`src/rtl/instr_mem_mp.sv`:
```
// Multi-port instruction memory: per-channel registered reads over one shared array,
// written by a random-access port or a streaming loader with an auto-incrementing pointer.
module instr_mem_mp #(
    parameter int unsigned INSTR_WIDTH = 8,
    parameter int unsigned PC_WIDTH    = 4,
    parameter int unsigned DEPTH       = 16,
    parameter int unsigned READ_PORTS  = 2,
    parameter bit          BYPASS      = 1'b1
) (
    input  logic                              clk,
    input  logic                              rst,
    input  logic [READ_PORTS*PC_WIDTH-1:0]    raddr,
    output logic [READ_PORTS*INSTR_WIDTH-1:0] rdata,
    input  logic                              we,
    input  logic [PC_WIDTH-1:0]               waddr,
    input  logic [INSTR_WIDTH-1:0]            wdata,
    input  logic                              load_start,
    input  logic                              load_valid,
    output logic                              load_ready,
    input  logic [INSTR_WIDTH-1:0]            load_data,
    output logic [PC_WIDTH-1:0]               load_ptr,
    output logic                              load_wrap
);

    localparam int unsigned AW = (DEPTH > 1) ? $clog2(DEPTH) : 1;

    logic [INSTR_WIDTH-1:0]            mem_q [DEPTH];
    logic [READ_PORTS*INSTR_WIDTH-1:0] rdata_q, rdata_d;
    logic [PC_WIDTH-1:0]               load_ptr_q, load_ptr_d;
    logic                              load_wrap_q;

    logic                   port_wr, load_xfer, wr_en, ptr_last;
    logic [AW-1:0]          wr_idx;
    logic [INSTR_WIDTH-1:0] wr_data;

    // Write port wins; the loader only moves when the port is idle.
    assign load_ready = ~we & ~rst;
    assign port_wr    = we && (32'(waddr) < DEPTH);
    assign load_xfer  = load_valid && load_ready;
    assign wr_en      = port_wr || load_xfer;
    assign ptr_last   = (32'(load_ptr_q) == DEPTH - 1);

    always_comb begin
        wr_idx  = load_ptr_q[AW-1:0];
        wr_data = load_data;
        if (we) begin
            wr_idx  = waddr[AW-1:0];
            wr_data = wdata;
        end
    end

    always_comb begin
        load_ptr_d = load_ptr_q;
        if (load_start) begin
            load_ptr_d = '0;
        end else if (load_xfer) begin
            load_ptr_d = ptr_last ? '0 : load_ptr_q + PC_WIDTH'(1);
        end
    end

    always_comb begin
        logic [PC_WIDTH-1:0] ra;
        ra      = '0;
        rdata_d = '0;
        for (int k = 0; k < READ_PORTS; k++) begin
            ra = raddr[k*PC_WIDTH +: PC_WIDTH];
            if (32'(ra) < DEPTH) begin
                if (BYPASS && wr_en && (wr_idx == ra[AW-1:0])) begin
                    rdata_d[k*INSTR_WIDTH +: INSTR_WIDTH] = wr_data;
                end else begin
                    rdata_d[k*INSTR_WIDTH +: INSTR_WIDTH] = mem_q[ra[AW-1:0]];
                end
            end
        end
    end

    always_ff @(posedge clk or posedge rst) begin
        if (rst) begin
            for (int unsigned i = 0; i < DEPTH; i++) begin
                mem_q[i] <= '0;
            end
            rdata_q     <= '0;
            load_ptr_q  <= '0;
            load_wrap_q <= 1'b0;
        end else begin
            if (wr_en) begin
                mem_q[wr_idx] <= wr_data;
            end
            rdata_q     <= rdata_d;
            load_ptr_q  <= load_ptr_d;
            load_wrap_q <= load_xfer && ptr_last;
        end
    end

    assign rdata     = rdata_q;
    assign load_ptr  = load_ptr_q;
    assign load_wrap = load_wrap_q;

endmodule

```
`config.mk`:
```
export PLATFORM = sky130hd
export DESIGN_NAME = instr_mem_mp
export DESIGN_NICKNAME = d
export VERILOG_FILES = /design/src/rtl/instr_mem_mp.sv
export SDC_FILE = /design/constraint.sdc
export NUM_CORES = 1
export LEC_CHECK = 0
export CAP_MARGIN = 40
export CELL_PAD_IN_SITES_DETAIL_PLACEMENT = 1
export CELL_PAD_IN_SITES_GLOBAL_PLACEMENT = 1
export CORE_MARGIN = 8
export CORE_UTILIZATION = 54
export CTS_BUF_LIST = sky130_fd_sc_hd__clkbuf_2 sky130_fd_sc_hd__clkbuf_4 sky130_fd_sc_hd__clkbuf_8
export CTS_CLUSTER_DIAMETER = 60
export CTS_CLUSTER_SIZE = 16
export DETAILED_ROUTE_END_ITERATION = 12
export GPL_TIMING_DRIVEN = 0
export PLACE_DENSITY_LB_ADDON = 0.1
export SLEW_MARGIN = 15
export SYNTH_ARGS = -nofsm -noshare
export SYNTH_HDL_FRONTEND = slang
export SYNTH_SLANG_ARGS = --single-unit
```
`constraint.sdc`:
```
create_clock -name clk -period 9.8 [get_ports clk]
set_input_delay 1.47 -clock clk [delete_from_list [all_inputs] [get_ports clk]]
set_output_delay 1.47 -clock clk [all_outputs]
set_load 0.01 [all_outputs]
```
# Yosys cells after proc, flatten, opt, wreduce, memory -nomap -nowiden
# Cells that the tools add are included.
# op_classes
reduce_logical	7
eq_ne	3
n_bitwise	6
mux	16
magnitude_cmp	4
add_sub_neg	1
# ops
operator	count
128-bit bitwise mux	1
8-bit binary-select mux with 4-bit select	2
8-bit two-way mux	8
8-bit demux with 4-bit select	1
4-bit two-way mux	4
5-bit greater-or-equal comparator, second input constant	3
4-bit inverter with 5-bit output	3
4-bit == test	2
1-bit logical AND	5
5-bit by 1-bit < comparator with 1-bit output, second input constant	1
4-bit by 1-bit adder with 4-bit output, second input constant	1
4-bit == test, second input constant	1
1-bit inverter	2
2-bit nonzero test	1
1-bit AND	1
1-bit logical OR	1
# totals
reg_bits	149

# Logic depth before layout (Yosys ltp)
# Gate-level depths: netlist of run 1.
# depth
ltp_word	7
ltp_mapped	7
depth_no_buf	4

# Least setup slack after synthesis of run 1
# OpenSTA, ideal clock, no wires.
# synth_timing
path_type	input -> output
start	in we
end	out load_ready
path_buffers	3
path_stages	4
t_arrival_ns	2.203
path_slack_ns	6.127
t_required_ns	8.330
cell_sequence	buf_2 > buf_2 > buf_2 > nor2_1
# synth_via
elab_chain_cells	2
# synth_rtl
item	line	rtl
start, declared	14	input logic we,
1-bit inverter	37	assign load_ready = ~we & ~rst;
1-bit AND	37	
end, declared	19	output logic load_ready,
# No other way between the ends.

# Final worst setup path of run 1
# Same ends and word-level chain as after synthesis.

==> results of run 1 <==
==> cell usage in the layout, fill, tap and decap left out, types with 10 or more instances in the layout <==
| master | Yosys | final |
|---|---|---|
| a21oi_1 | 52 | 52 |
| a22oi_1 | 20 | 20 |
| buf_2 | 19 | 19 |
| clkbuf_1 | 20 | 20 |
| clkbuf_8 | 0 | 19 |
| clkdlybuf4s50_1 | 0 | 49 |
| dfrtp_1 | 149 | 149 |
| mux2_2 | 55 | 55 |
| mux2i_1 | 14 | 14 |
| mux4_2 | 64 | 64 |
| nand2_1 | 72 | 72 |
| nand3_1 | 21 | 21 |
| nor2_1 | 55 | 55 |
| nor2b_1 | 10 | 10 |
| o21ai_0 | 49 | 49 |
| xnor2_1 | 11 | 11 |
==> registers in the layout (all words and copies together) (netlist names) <==
register and count:
load_wrap 1, rdata 16, mem_q 128, load_ptr 4
==> area by class of cell <==
type                       instances  area (µm²)
fill                            1454        5180
multi-input combinational        461        4010
sequential                       149        3730
timing repair buffer              55         571
clock buffer                      20         269
tap                              184         230
clock inverter                    12         225
buffer                            46         200
inverter                           1        11.3
==> kinds of logic (layout without fill, tap and decap cells) <==
family / count (synthesis) / after routing / synth area share
AND/OR/NAND/NOR: 177 / 177 / 0.105
flip-flops: 149 / 149 / 0.470
AO/OA/AOI/OAI: 138 / 138 / 0.106
multiplexers: 134 / 134 / 0.280
buffers and inverters: 47 / 134 / 0.0257
XOR/XNOR: 11 / 11 / 0.0121
adder cells (fa/ha/maj): 1 / 1 / 0.00158
==> power breakdown <==
group | switching [mW] | internal, mW | leakage, nW
Sequential | 0.121 | 0.755 | 1.87
Combinational | 0.230 | 0.254 | 1.73
Clock | 0.244 | 0.345 | 0.250
==> metrics by stage <==
step	utilization	instance area (µm²)	cells	worst slack [ns]	total power [mW]
detailed placement	0.604	8710	892	4.74	1.35
global placement	0.600	8660	890	2.23	1.29
floorplan	-	7940	657	4.32	1.15
global route	0.641	9240	928	4.62	2.02
CTS	0.638	9200	924	4.71	1.94
finish	0.641	9240	928	4.75	1.95
==> cells in the mapped netlist, types with 3 or more instances <==
cell and instances:
buf_1 6, buf_2 19, dfrtp_1 149, mux2i_1 14, nor2b_1 10, o21ai_0 49
nand3b_1 3, a21oi_1 52, o221ai_1 4, nand3_1 21, a221oi_2 6, nand2_1 72
clkbuf_1 20, mux2_2 55, nor2_1 55, a22oi_1 20, xnor2_1 11, mux4_2 64
==> routing by layer <==
metal | wire, µm | part of all wire | track usage
met1 | 9920 | 0.37 | 0.355
met2 | 13500 | 0.50 | 0.483
met3 | 2170 | 0.081 | 0.0872
met4 | 1110 | 0.041 | 0.167
met5 | 48 | 0.0018 | 0.0166
==> worst min-delay path: stages, from the launching register on <==
cell	delay [ns]
dfrtp_1	0.37
nand2_1	0.05
o21ai_0	0.07
==> worst min path at each step <==
stage / from / end / slack, ns / cells past startpoint
2_1_floorplan: mem_q[81]$_DFFE_PP0P_ / mem_q[81]$_DFFE_PP0P_ / 0.46 / 2
3_3_place_gp: mem_q[87]$_DFFE_PP0P_ / mem_q[87]$_DFFE_PP0P_ / 0.47 / 2
3_5_place_dp: mem_q[100]$_DFFE_PP0P_ / mem_q[100]$_DFFE_PP0P_ / 0.50 / 2
4_1_cts: mem_q[54]$_DFFE_PP0P_ / mem_q[54]$_DFFE_PP0P_ / 0.53 / 2
5_1_grt: mem_q[98]$_DFFE_PP0P_ / mem_q[98]$_DFFE_PP0P_ / 0.55 / 2
6_report: mem_q[49]$_DFFE_PP0P_ / mem_q[49]$_DFFE_PP0P_ / 0.52 / 2
==> reports/metrics.csv, run 1 <==
stage,metric,value,unit
timing,setup TNS,0,ns
worst_setup_path,largest fanout on the critical path,10,
detailed_routing,wire per inst,28.8,µm
cells_and_area,area grow syn2layout,16.4,%
clock_network,clock-pin transition on the worst setup and hold timing paths,0.08,ns
yosys,Synth Flop Type,dfrtp_1,
timing,Worst-Margin Slew,0.919,ns
yosys,share of the synthesized area in the top cell type,0.470,
detailed_routing,vias per cell,6.89,
die,Die ar.,18800,µm²
worst_setup_path,Crit. path cell count,6,
clock_network,cts bufs inserted,17,
yosys,Post-Syn Area per Cell,12.1,µm²
cells_and_area,antenna cells,0,
die,Ports,55,
die,num rows,44,
timing,Final Cycle Share,0.516,
worst_setup_path,CP dominant cell by count,buf_2,
detailed_routing,ANT nets after route,0,
detailed_routing,1st-iter DRT viols,727,
timing,RSZ-0062 raised after global routing,no,
worst_setup_path,"slowest stage delay, CP",0.57,ns
yosys,Synth cell types,39,
worst_setup_path,critical path data required time,8.33,ns
placed_design,I/O Buffers,49,
timing,max frequency,0.198,GHz
run_status,status,completed,
clock_network,TritonCTS clock tree,yes,
yosys,syn nets,691,
clock_network,clk root buf,clkbuf_8,
yosys,Synth Warn #,0,
yosys,Synth Instances,657,
clock_network,H-tree levels,4,
worst_setup_path,critical path endpoint,load_ready,
yosys,largest cells by area after synthesis,"dfrtp_1, mux4_2, mux2_2, nand2_1, a21oi_1",
die,total core area,14400,µm²
yosys,post-synthesis sequential area ratio,0.470,
worst_setup_path,Worst setup startpoint,we,
worst_setup_path,R2R Setup Slk,7.20,ns
min_path,worst hold path class,flop to flop,
die,Initial Util,0.550,
cells_and_area,layout cells sized above 1,0.255,
power_and_ir_drop,Pleak,3.85,nW
clock_network,clock buffer depth,2,
worst_setup_path,CP startpoint kind,input pin,
clock_network,Resize count post-CTS,0,
global_route,GR Util All Layers,0.300,
yosys,largest area contributor in the netlist,dfrtp_1,
clock_network,clk sinks,149,
timing,Rel. slew slack,0.387,
clock_network,Post-CTS Setup Inserts,0,
worst_setup_path,FF-to-FF path depth,5,
global_route,global route total overflow,0,
timing,Setup-failing EPs final,0,
global_route,initial antenna violation count,1,
worst_setup_path,crit path max-delay cell type,clkdlybuf4s50_1,
worst_setup_path,Critical R2R Launch,load_ptr[0]$_DFFE_PP0P_,
power_and_ir_drop,VDD IR-drop max,0.154,mV
yosys,Synth Cell Area,7940,µm²
timing,Fin. Hold Viols,0,
detailed_routing,total number of vias,6398,
detailed_routing,# DRC,0,
detailed_routing,final wirelength,26.7,mm
global_route,vias in the first global route,7150,
global_route,maximum number of pins on one net before global-route repair,107,
cells_and_area,Final nets,765,
yosys,Post-synth ARST share,1.00,
timing,Final Skew,0.0136,ns
job,max cap viols,0,
worst_setup_path,Worst EP arrival,3.58,ns
worst_setup_path,Top delay family on crit path,buffers and inverters,
placed_design,routability congestion estimate,0.916,
clock_network,clk_lat worst skew,0.49,ns
worst_setup_path,CP bufs+invs,5,
worst_setup_path,crit-path cells,"clkdlybuf4s50_1, buf_2, buf_2, buf_2, nor2_1, clkdlybuf4s50_1",
global_route,global-route wire length before repair,41.4,mm
timing,Final Hold Slack,0.523,ns
power_and_ir_drop,PD cells,211,nW/µm²
die,Die X,137,µm
worst_setup_path,r2r endpoint,mem_q[10]$_DFFE_PP0P_,
yosys,"EDFF count, synth",0,
timing,Tmin final,5.05,ns
die,die height,137,µm
timing,final slew viol count,0,
yosys,number of synthesized register bits,149,
clock_network,Post-CTS Hold Buffers,0,
detailed_routing,drt first pass iters,5,
worst_setup_path,nature of the critical path endpoint,primary output,
worst_setup_path,kind of critical path,input pin to primary output,
placed_design,DP HPWL,19.5,mm
No activity file was read; power rests on OpenSTA's default activity.
==> run 2: changes to the inputs <==
- CORE_UTILIZATION: 54 -> 50
- clock period: 9.8 -> 4.9 ns (I/O delays scaled with it)
==> reports/metrics.csv, run 2 (same netlist as run 1, synthesis figures left out) <==
stage,metric,value,unit
cells_and_area,Final nets,762,
detailed_routing,ANT nets after route,0,
power_and_ir_drop,PD cells,404,nW/µm²
die,total core area,15700,µm²
clock_network,clk_lat worst skew,0.47,ns
timing,max frequency,0.278,GHz
placed_design,DP HPWL,19.3,mm
worst_setup_path,Worst EP arrival,2.86,ns
power_and_ir_drop,VDD IR-drop max,0.205,mV
worst_setup_path,R2R Setup Slk,2.24,ns
cells_and_area,max reg flops,128,
timing,RSZ-0062 raised after global routing,no,
timing,final slew viol count,0,
timing,Final Cycle Share,0.734,
detailed_routing,final wirelength,25.8,mm
timing,Final Skew,0.0113,ns
clock_network,H-tree levels,4,
clock_network,cts bufs inserted,17,
cells_and_area,Top reg by flops,mem_q,
global_route,GR Util All Layers,0.267,
die,Die ar.,20200,µm²
min_path,worst hold path class,flop to flop,
detailed_routing,met2 WL,12.9,mm
timing,setup TNS,0,ns
die,num rows,46,
detailed_routing,Met3 Wirelength,1.56,mm
die,Initial Util,0.505,
cells_and_area,design area,9180,µm²
global_route,global route total overflow,0,
detailed_routing,1st-iter DRT viols,508,
die,die height,142,µm
detailed_routing,wire per inst,26.9,µm
clock_network,TritonCTS clock tree,yes,
clock_network,Resize count post-CTS,0,
worst_setup_path,critical path data required time,4.16,ns
placed_design,I/O Buffers,49,
global_route,maximum number of pins on one net before global-route repair,92,
detailed_routing,# DRC,0,
cells_and_area,layout cells sized above 1,0.252,
worst_setup_path,CP startpoint kind,input pin,
clock_network,clk root buf,clkbuf_8,
worst_setup_path,nature of the critical path endpoint,primary output,
global_route,vias in the first global route,6757,
clock_network,clock-pin transition on the worst setup and hold timing paths,0.08,ns
detailed_routing,vias per cell,6.35,
job,max cap viols,0,
detailed_routing,WL met1,10.7,mm
clock_network,clk sinks,149,
detailed_routing,total number of vias,6081,
power_and_ir_drop,Pwr Total,3.71,mW
global_route,global-route wire length before repair,40.0,mm
global_route,initial antenna violation count,0,
timing,Worst-Margin Slew,0.916,ns
timing,Setup-failing EPs final,0,
placed_design,routability congestion estimate,0.948,
clock_network,Post-CTS Hold Buffers,0,
cells_and_area,most frequent cells in the layout,"dfrtp_1, nand2_1, mux4_2, mux2_2, nor2_1",
cells_and_area,"commonest non-fill, non-tap cell in the layout",dfrtp_1,
timing,Fin. Hold Viols,0,
detailed_routing,drt first pass iters,5,
detailed_routing,top sig layer,met4,
cells_and_area,antenna cells,0,
worst_setup_path,largest fanout on the critical path,10,
clock_network,Post-CTS Setup Inserts,0,
die,Ports,55,
clock_network,clock buffer depth,2,
worst_setup_path,kind of critical path,input pin to primary output,
cells_and_area,area grow syn2layout,15.7,%
power_and_ir_drop,Pleak,3.78,nW
placed_design,placed instance area,8750,µm²
timing,Tmin final,3.60,ns
timing,Rel. slew slack,0.390,
die,Die X,142,µm
run_status,status,completed,
==> run 2: report_power, final <==
part | total [mW] | leakage, nW | switching, mW | internal, mW
Sequential | 1.75 | 1.87 | 0.238 | 1.51
Clock | 1.02 | 0.198 | 0.501 | 0.520
Combinational | 0.943 | 1.71 | 0.438 | 0.505
==> run 2: layout make-up <==
type / instances / area (µm²)
buffer: 46 / 200
clock buffer: 18 / 248
clock inverter: 14 / 176
fill: 1645 / 6530
inverter: 1 / 11.3
multi-input combinational: 461 / 4010
sequential: 149 / 3730
tap: 216 / 270
timing repair buffer: 52 / 541
==> run 2: metrics by stage <==
stage                     utilization  hold WS (ns)  setup WS (ns)  cells
after detailed placement        0.557         0.493           1.28    924
after global placement          0.554         0.475          -2.06    922
final                           0.584         0.517           1.30    957
after CTS                       0.584         0.512           1.28    956
after global routing            0.584         0.544           1.20    957
after floorplan                     -         0.461          0.157    657
==> run 2: path summary, 6_finish.rpt <==
check	startpoint	endpoint	cells past startpoint
min	mem_q[55]$_DFFE_PP0P_	mem_q[55]$_DFFE_PP0P_	2
max reg2reg	load_ptr[0]$_DFFE_PP0P_	mem_q[70]$_DFFE_PP0P_	5
min reg2reg	mem_q[55]$_DFFE_PP0P_	mem_q[55]$_DFFE_PP0P_	2
min in group asynchronous	rst	mem_q[75]$_DFFE_PP0P_	2
max	we	load_ready	6
max in group asynchronous	rst	mem_q[49]$_DFFE_PP0P_	3
==> run 2: critical path, cell delays in order <==
cell and delay (ns):
clkdlybuf4s50_1 0.57, buf_2 0.26, buf_2 0.34, buf_2 0.37
nor2_1 0.08, clkdlybuf4s50_1 0.49
==> run 2: per-layer routing <==
metal / vias to the layer above / GRT usage
met1: 3211 / 0.337
met5: - / 0
met2: 221 / 0.435
li1: 2596 / -
met4: 0 / 0.109
met3: 53 / 0.0644
